**src/rtl/reorder_buffer_pkg.sv**
```systemverilog
// Shared widths, null encodings and instruction types for the reorder buffer
// and the blocks that talk to it.
package reorder_buffer_pkg;
  localparam int ROB_DEPTH = 16;
  localparam int IDX_W = $clog2(ROB_DEPTH);
  localparam int TAG_W = IDX_W + 1;
  localparam int REG_W = 6;

  localparam logic [TAG_W-1:0] ENTRY_NULL = TAG_W'(ROB_DEPTH);
  localparam logic [REG_W-1:0] REG_NULL = 6'd32;

  typedef enum logic [1:0] {
    TYPE_ALU    = 2'b00,
    TYPE_BRANCH = 2'b01,
    TYPE_STORE  = 2'b10,
    TYPE_LOAD   = 2'b11
  } rob_type_e;
endpackage

```
**src/rtl/reorder_buffer.sv**
```systemverilog
// In-order retirement queue: allocates on issue, collects ALU/LSB results,
// retires the head in program order and flushes on a branch mispredict.
module reorder_buffer
  import reorder_buffer_pkg::*;
(
  input  logic             clk,
  input  logic             rst,
  input  logic             rdy,
  input  logic             issue_valid,
  input  logic [5:0]       issue_rd,
  input  logic [1:0]       issue_type,
  input  logic [31:0]      issue_pc,
  input  logic             issue_pred,
  output logic             rob_full,
  output logic [TAG_W-1:0] rob_new_entry,
  input  logic             alu_valid,
  input  logic [TAG_W-1:0] alu_tag,
  input  logic [31:0]      alu_value,
  input  logic             alu_taken,
  input  logic [31:0]      alu_target,
  input  logic             lsb_valid,
  input  logic [TAG_W-1:0] lsb_tag,
  input  logic [31:0]      lsb_value,
  input  logic [TAG_W-1:0] qj_tag,
  input  logic [TAG_W-1:0] qk_tag,
  output logic             qj_ready,
  output logic             qk_ready,
  output logic [31:0]      qj_value,
  output logic [31:0]      qk_value,
  output logic             commit_sgn,
  output logic [TAG_W-1:0] commit_entry,
  output logic [5:0]       commit_rd,
  output logic [31:0]      commit_result,
  output logic             store_commit,
  output logic             rollback,
  output logic [31:0]      rollback_pc
);

  // Issue handshake: the decoder holds issue_valid with its payload; the entry
  // is taken on a clock edge where rdy=1, rob_full=0 and rollback=0, and its
  // tag is the rob_new_entry value visible during that same cycle.

  logic [IDX_W-1:0]     head;
  logic [IDX_W-1:0]     tail;
  logic [IDX_W:0]       count;
  logic [IDX_W:0]       count_next;
  logic [ROB_DEPTH-1:0] busy;
  logic [ROB_DEPTH-1:0] ready;
  logic [ROB_DEPTH-1:0] pred_q;
  logic [ROB_DEPTH-1:0] taken_q;
  rob_type_e            type_q   [ROB_DEPTH];
  logic [5:0]           rd_q     [ROB_DEPTH];
  logic [31:0]          pc_q     [ROB_DEPTH];
  logic [31:0]          value_q  [ROB_DEPTH];
  logic [31:0]          target_q [ROB_DEPTH];

  logic issue_fire;
  logic commit_fire;
  logic mispredict;
  logic alu_wb;
  logic lsb_wb;

  assign rob_new_entry = {1'b0, tail};

  assign issue_fire  = rdy & issue_valid & ~rob_full & ~rollback;
  // Commit looks only at the registered ready bit, so a result written this
  // cycle retires on the next one.
  assign commit_fire = rdy & busy[head] & ready[head];
  assign mispredict  = (type_q[head] == TYPE_BRANCH) && (taken_q[head] != pred_q[head]);
  assign alu_wb = alu_valid & ~alu_tag[IDX_W] & busy[alu_tag[IDX_W-1:0]];
  assign lsb_wb = lsb_valid & ~lsb_tag[IDX_W] & busy[lsb_tag[IDX_W-1:0]];

  always_comb begin
    count_next = count;
    if (issue_fire && !commit_fire) count_next = count + 1'b1;
    else if (!issue_fire && commit_fire) count_next = count - 1'b1;
  end

  always_ff @(posedge clk) begin
    if (rst) begin
      head          <= '0;
      tail          <= '0;
      count         <= '0;
      rob_full      <= 1'b0;
      busy          <= '0;
      ready         <= '0;
      commit_sgn    <= 1'b0;
      store_commit  <= 1'b0;
      rollback      <= 1'b0;
      commit_entry  <= ENTRY_NULL;
      commit_rd     <= REG_NULL;
      commit_result <= '0;
      rollback_pc   <= '0;
    end else if (!rdy) begin
      commit_sgn   <= 1'b0;
      store_commit <= 1'b0;
      rollback     <= 1'b0;
    end else begin
      commit_sgn   <= commit_fire;
      store_commit <= commit_fire && (type_q[head] == TYPE_STORE);
      rollback     <= commit_fire && mispredict;

      if (alu_wb) begin
        value_q[alu_tag[IDX_W-1:0]]  <= alu_value;
        taken_q[alu_tag[IDX_W-1:0]]  <= alu_taken;
        target_q[alu_tag[IDX_W-1:0]] <= alu_target;
        ready[alu_tag[IDX_W-1:0]]    <= 1'b1;
      end
      if (lsb_wb) begin
        value_q[lsb_tag[IDX_W-1:0]] <= lsb_value;
        ready[lsb_tag[IDX_W-1:0]]   <= 1'b1;
      end

      if (commit_fire) begin
        commit_entry  <= {1'b0, head};
        commit_rd     <= mispredict ? REG_NULL : rd_q[head];
        commit_result <= value_q[head];
        busy[head]    <= 1'b0;
        ready[head]   <= 1'b0;
        head          <= head + 1'b1;
        if (mispredict) rollback_pc <= taken_q[head] ? target_q[head] : pc_q[head] + 32'd4;
      end

      if (issue_fire) begin
        busy[tail]   <= 1'b1;
        ready[tail]  <= 1'b0;
        type_q[tail] <= rob_type_e'(issue_type);
        rd_q[tail]   <= issue_rd;
        pc_q[tail]   <= issue_pc;
        pred_q[tail] <= issue_pred;
        tail         <= tail + 1'b1;
      end

      count    <= count_next;
      rob_full <= (count_next == (IDX_W+1)'(ROB_DEPTH));

      // A mispredict squashes every younger entry, including one issued this cycle.
      if (commit_fire && mispredict) begin
        head     <= '0;
        tail     <= '0;
        count    <= '0;
        rob_full <= 1'b0;
        busy     <= '0;
        ready    <= '0;
      end
    end
  end

  always_comb begin
    qj_ready = 1'b0;
    qj_value = '0;
    if (qj_tag == ENTRY_NULL) begin
      qj_ready = 1'b1;
    end else if (!qj_tag[IDX_W] && ready[qj_tag[IDX_W-1:0]]) begin
      qj_ready = 1'b1;
      qj_value = value_q[qj_tag[IDX_W-1:0]];
    end else if (alu_valid && alu_tag == qj_tag) begin
      qj_ready = 1'b1;
      qj_value = alu_value;
    end else if (lsb_valid && lsb_tag == qj_tag) begin
      qj_ready = 1'b1;
      qj_value = lsb_value;
    end
  end

  always_comb begin
    qk_ready = 1'b0;
    qk_value = '0;
    if (qk_tag == ENTRY_NULL) begin
      qk_ready = 1'b1;
    end else if (!qk_tag[IDX_W] && ready[qk_tag[IDX_W-1:0]]) begin
      qk_ready = 1'b1;
      qk_value = value_q[qk_tag[IDX_W-1:0]];
    end else if (alu_valid && alu_tag == qk_tag) begin
      qk_ready = 1'b1;
      qk_value = alu_value;
    end else if (lsb_valid && lsb_tag == qk_tag) begin
      qk_ready = 1'b1;
      qk_value = lsb_value;
    end
  end

endmodule
```
**config.mk**
```make
export PLATFORM = sky130hd
export DESIGN_NAME = reorder_buffer
export DESIGN_NICKNAME = d
export VERILOG_FILES = /design/src/rtl/reorder_buffer_pkg.sv /design/src/rtl/reorder_buffer.sv
export SDC_FILE = /design/constraint.sdc
export NUM_CORES = 2
export LEC_CHECK = 0
export BUFFER_PORTS_ARGS = -buffer_cell sky130_fd_sc_hd__buf_2
export CELL_PAD_IN_SITES_DETAIL_PLACEMENT = 1
export CELL_PAD_IN_SITES_GLOBAL_PLACEMENT = 1
export CORE_MARGIN = 8
export CORE_UTILIZATION = 55
export DETAILED_ROUTE_END_ITERATION = 12
export PLACE_DENSITY_LB_ADDON = 0.08
export SYNTH_ARGS = -nofsm -noshare
export SYNTH_HDL_FRONTEND = slang
export SYNTH_SLANG_ARGS = --single-unit
```
**constraint.sdc**
```tcl
create_clock -name clk -period 6.3 [get_ports clk]
set_clock_uncertainty 0.1 [all_clocks]
set_input_delay 0.945 -clock clk [delete_from_list [all_inputs] [get_ports clk]]
set_output_delay 0.945 -clock clk [all_outputs]
set_load 0.02 [all_outputs]
```
After elaboration in Yosys (flattened, before gate mapping)
Memories as Yosys holds them, arrays and structs flattened. A register that Yosys moved wholly into a read port is not among the register bits. Cells that the tools add are included.

Bitwise operators: 23. Magnitude comparators: 10. Add/sub/neg operators: 5. Equal/unequal tests: 10. Mux-type cells: 88. Reductions and logical operators: 28.

Operators with widths (count): two-way mux 32 bit (9); two-way mux 16 bit (16); bitwise AND 16 bit (3); two-way mux 4 bit (12); OR 16 bit (3); two-way mux 1 bit (33); adder 32 x 3 -> 32 bit (second input constant) (1); binary-select mux 1 bit (select 4 bit) (8); bitwise mux 16 bit (2); NOT 16 bit (2); < comparator 4 x 5 -> 1 bit (second input constant) (6); equality test 5 bit (4); demux 1 bit (select 4 bit) (4); greater-or-equal comparator 4 x 1 -> 1 bit (second input constant) (4); equality test 5 bit (second input constant) (3); logical AND 1 bit (15); two-way mux 5 bit (3); bitwise AND 1 bit (9); AND reduction 3 bit (3); adder 4 x 1 -> 4 bit (second input constant) (2); two-way mux 6 bit (1); NOT 1 bit (6); AND reduction 2 bit (3); adder 5 x 1 -> 5 bit (second input constant) (1); 7 further kinds (11).

Logic and storage cells: 183. Bits in writable memories: 1664. Output and inout port bits: 150. Bits of input ports: 164. Memories: 5. Bits in registers: 124.

Memory list: pc_q (words 16, width 32, read ports 1, clocked after Yosys merged registers in 1, write ports 1, line reorder_buffer.sv:53) `logic [31:0] pc_q [ROB_DEPTH];`; target_q (words 16, width 32, read ports 1, clocked after Yosys merged registers in 1, write ports 1, line reorder_buffer.sv:55) `logic [31:0] target_q [ROB_DEPTH];`; value_q (words 16, width 32, read ports 3, clocked after Yosys merged registers in 1, write ports 2, line reorder_buffer.sv:54) `logic [31:0] value_q [ROB_DEPTH];`; rd_q (words 16, width 6, read ports 1, clocked after Yosys merged registers in 1, write ports 1, line reorder_buffer.sv:52) `logic [5:0] rd_q [ROB_DEPTH];`; type_q (words 16, width 2, read ports 1, clocked after Yosys merged registers in 1, write ports 1, line reorder_buffer.sv:51) `rob_type_e type_q [ROB_DEPTH];`.

Logic depth before layout (Yosys ltp)
Depth in word-level cells: 19. Depth in mapped cells: 14. Depth with buffers taken out: 10.

Worst setup path before layout
Ideal clock, no wire load.

Path kind: input to register. From: in alu_tag[0]. To: mem value_q[4][0] (enable). Arrival: 4925 ps. Setup slack: 810 ps. Buffers on the path: 3. Setup time: 466 ps. Required time: 5734 ps. Stages on the path: 8. Cell sequence: clkbuf_1 -> mux4_2 -> mux4_2 -> nand3b_1 -> or3_1 -> clkbuf_1 -> clkbuf_1 -> o21ai_0.

RTL lines: from (decl) (line reorder_buffer.sv:17) `input logic [TAG_W-1:0] alu_tag,`; to (decl) (line reorder_buffer.sv:54).

Worst setup path after layout
From: in qk_tag[0]. To: out qk_value[15].

Longest elaborated chain between the ends: 6. Elaborated cells between the ends (all ways): 13. Those cells by class: eq/ne (3); mux (6); reduce/logical (3); memory (1).

RTL lines: from (decl) (line reorder_buffer.sv:25) `input logic [TAG_W-1:0] qk_tag,`; parallel branches: the longest is 5 deep, another holds two-way mux 32 bit; two-way mux 32 bit * (line reorder_buffer.sv:169) `if (qk_tag == ENTRY_NULL) begin`; to (decl) (line reorder_buffer.sv:29) `output logic [31:0] qk_value,`.

Every way passes the cells marked *. The select of a mux whose other input is x is not followed.

==> results.sh <==
export IMPL_status="finished, final reports clean"
export IMPL_hold_buffers=0
export IMPL_p_int_mw=19.8
export IMPL_via_count=49978
export IMPL_crit_slowest_cell="mux4_2"
export IMPL_cp_max_fo=50
export IMPL_final_setup_viol_count=0
export IMPL_drc_errors=0
export IMPL_cts_resized=0
export IMPL_antenna_left=0
export IMPL_finalSetupTns_ns=0
export IMPL_synthFlopType="edfxtp_1"
export IMPL_endpoint_kind="output pin"
export IMPL_drv_cap=0
export IMPL_grt_first_pass_wirelength_mm=385
export IMPL_pwr_share_seq_pct=52.4
export IMPL_regArea_um2=53500
export IMPL_clk_latency_ns=0.84
export IMPL_avgViaCountPerCell=7.05
export IMPL_gp_congestion=0.864
export IMPL_met3_usage_pct=6.11
export IMPL_fin_area_um2=96600
export IMPL_cp_common_cell="mux4_2"
export IMPL_swShare_pct=21.7
export IMPL_drtPass1Iterations=7
export IMPL_path_cells="buf_8, mux4_2, mux4_2, nand2b_4, buf_4, nor2_1, a211oi_1, buf_2"
export IMPL_area_growth_pct=11.5
export IMPL_grt_antenna_before_repair=32
export IMPL_drive_above_1_share_pct=43.1
export IMPL_die_w_um=413
export IMPL_top_usage_layer="met2"
export IMPL_crit_type="in -> out"
export IMPL_syn_nets=4858
export IMPL_drv_slew=0
export IMPL_multiInputGateArea_um2=31700
export IMPL_cts_tree="yes"
export IMPL_nNetsFinal=5041
export IMPL_layout_commonest_cell="edfxtp_1"
export IMPL_io_pins=314
export IMPL_p_total_mw=25.3
export IMPL_grt_overflow=0
export IMPL_clockBufferDepth=3
export IMPL_synthCells=4683
export IMPL_drt_iter0_markers=5208
export IMPL_relSlewSlack_pct=12.8
export IMPL_ys_warn_count=0
export IMPL_cts_inserted_buffers=189
export IMPL_clock_power_share_pct=43.3
export IMPL_netlist_area_um2=86700
export IMPL_die_y_um=413
export IMPL_tightest_slew_ns=1.31
export IMPL_cts_root_buf="clkbuf_16"
export IMPL_wl_per_cell_um=38.3
export IMPL_fin_crit_ns=4.99
export IMPL_cp_start_kind="input port"
export IMPL_grt_pass1_vias=52464
export IMPL_hold_violations=0
export IMPL_use_met1_pct=40.1
export IMPL_synth_seq_cells=1824
export IMPL_avgSynthCellArea_um2=18.5
export IMPL_critPathRequiredTime_ns=5.25
export IMPL_path_clk_slew_ns=0.06
export IMPL_final_cell_mix="edfxtp_1, mux4_2, mux2_2"
export IMPL_wirelength_mm=272
export IMPL_cp_arrival_ns=3.94
export IMPL_grt_use_met2_pct=52.9
export IMPL_htree_levels=4
export IMPL_async_flop_share_pct=0
export IMPL_core_area_um2=156000
export IMPL_p_sw_mw=5.47
export IMPL_place_area_um2=90600
export IMPL_dieArea_um2=171000
export IMPL_grt_use_total_pct=31.6
export IMPL_p_comb_share_pct=4.2
export IMPL_synth_edff_count=1696
export IMPL_power_density_nw_per_um2=261
export IMPL_rows=145
export IMPL_fill_cells=13261
export IMPL_layout_worst_path_cycle_share_pct=79.1
export IMPL_rsz0062_at_grt="false"
export IMPL_cts_num_sinks=1824
export IMPL_slowest_delay_ns=0.58
export IMPL_hpwl_mm=160
export IMPL_p_leak_nw=30.4
export IMPL_cts_setup_buffers=0
export IMPL_peakVddDrop_uv=316
export IMPL_synth_cell_types=78
export IMPL_initial_utilization_pct=55.4
export IMPL_grt_max_degree=124
export IMPL_max_freq_mhz=201
export IMPL_hold_path_class="in -> reg"
export IMPL_seq_area_frac_synth_pct=61.7
export IMPL_port_buffer_count=312
## power groups by stage
stage,Clock [mW],Sequential (mW),Combinational [mW]
floorplan,0,13.5,0.643
global route,11.5,13.2,1.13
CTS,11.1,13.2,1.07
finish,10.9,13.2,1.07
global placement,0,13.5,1.03
detailed placement,0,13.5,1.06
## state kept, by name (all words and copies together), names as in the netlist, 6 cells and up, named ones only
register	flops
pc_q	512
target_q	512
value_q	512
rd_q	96
commit_result	32
rollback_pc	32
type_q	32
busy	16
pred_q	16
ready	16
taken_q	16
commit_rd	6
## metrics by stage
step / cells / setup WS [ns] / util [%] / hold WS (ns)
floorplan: 4683 / 0.810 / - / 0.394
global placement: 6733 / 1.40 / 57.9 / 0.369
detailed placement: 6733 / 1.34 / 57.9 / 0.382
CTS: 7078 / 1.32 / 61.8 / 0.325
global route: 7082 / 1.15 / 61.8 / 0.358
finish: 7089 / 1.31 / 61.8 / 0.378
## path summary, 6_finish.rpt
path | slack (ns) | to | start | cells after the start
max | 1.31 | qk_value[15] | qk_tag[0] | 8
min | 0.38 | target_q[9][27]$_DFFE_PP_ | alu_target[27] | 1
max reg2reg | 1.88 | rollback_pc[28]$_SDFFE_PP0P_ | flip-flop | 9
min reg2reg | 0.39 | commit_entry[4]$_SDFFE_PP1P_ | commit_entry[4]$_SDFFE_PP1P_ | 2
## worst max-delay path: cells and delay by family
family                 cells  cell delay (ns)
multiplexers               2             1.09
AND/OR/NAND/NOR            2             0.46
buffers and inverters      3             1.04
AO/OA/AOI/OAI              1             0.25
## layout make-up
cell class | instances | area share (%)
Sequential cell | 1824 | 55.4
Multi-Input combinational cell | 2391 | 32.8
Clock buffer | 240 | 5.20
Timing Repair Buffer | 443 | 2.84
Tap cell | 2058 | 2.67
Clock inverter | 105 | 1.03
Inverter | 17 | 0.0686
Antenna cell | 11 | 0.0285
## metal layers
metal	wire length, um	part of all wire, %
met1	100000	37
met2	135000	50
met3	21400	7.9
met4	14600	5.4
met5	163	0.060
## logic make-up (layout without fill, tap and decap cells)
| group | count (synthesis) | in the layout | synth area share (%) |
|---|---|---|---|
| simple gates | 573 | 573 | 3.11 |
| buf+inv | 468 | 805 | 2.46 |
| flops | 1824 | 1824 | 61.7 |
| xor+xnor | 55 | 55 | 0.556 |
| mux | 1422 | 1422 | 29.2 |
| other cells | 1 | 12 | 0.00433 |
| compound gates | 329 | 329 | 2.78 |
| fa+ha+maj | 11 | 11 | 0.159 |
## Yosys cell counts, types with 14 or more instances
| cell type | number | area share [%] |
|---|---|---|
| buf_2 | 70 | 0.40 |
| a211oi_1 | 75 | 0.65 |
| edfxtp_1 | 1696 | 59 |
| a32oi_1 | 16 | 0.16 |
| o22ai_1 | 18 | 0.13 |
| dfxtp_1 | 128 | 3.0 |
| a21oi_1 | 17 | 0.098 |
| buf_1 | 85 | 0.37 |
| or3_1 | 19 | 0.14 |
| nor2b_1 | 21 | 0.15 |
| mux4_2 | 832 | 22 |
| nor2_1 | 259 | 1.1 |
| nor3_1 | 40 | 0.23 |
| buf_6 | 15 | 0.19 |
| clkbuf_1 | 260 | 1.1 |
| nand2_1 | 102 | 0.44 |
| mux2_2 | 516 | 6.7 |
| xnor2_1 | 31 | 0.31 |
| o21ai_0 | 33 | 0.19 |
| a31oi_1 | 24 | 0.17 |
| nand2b_1 | 16 | 0.12 |
| xor2_1 | 24 | 0.24 |
| nand3_1 | 38 | 0.22 |
| mux2i_1 | 72 | 0.83 |
| inv_1 | 15 | 0.065 |
| a22oi_1 | 83 | 0.72 |
| and3_1 | 14 | 0.10 |
Note: power is estimated with default switching activity, not from simulation.
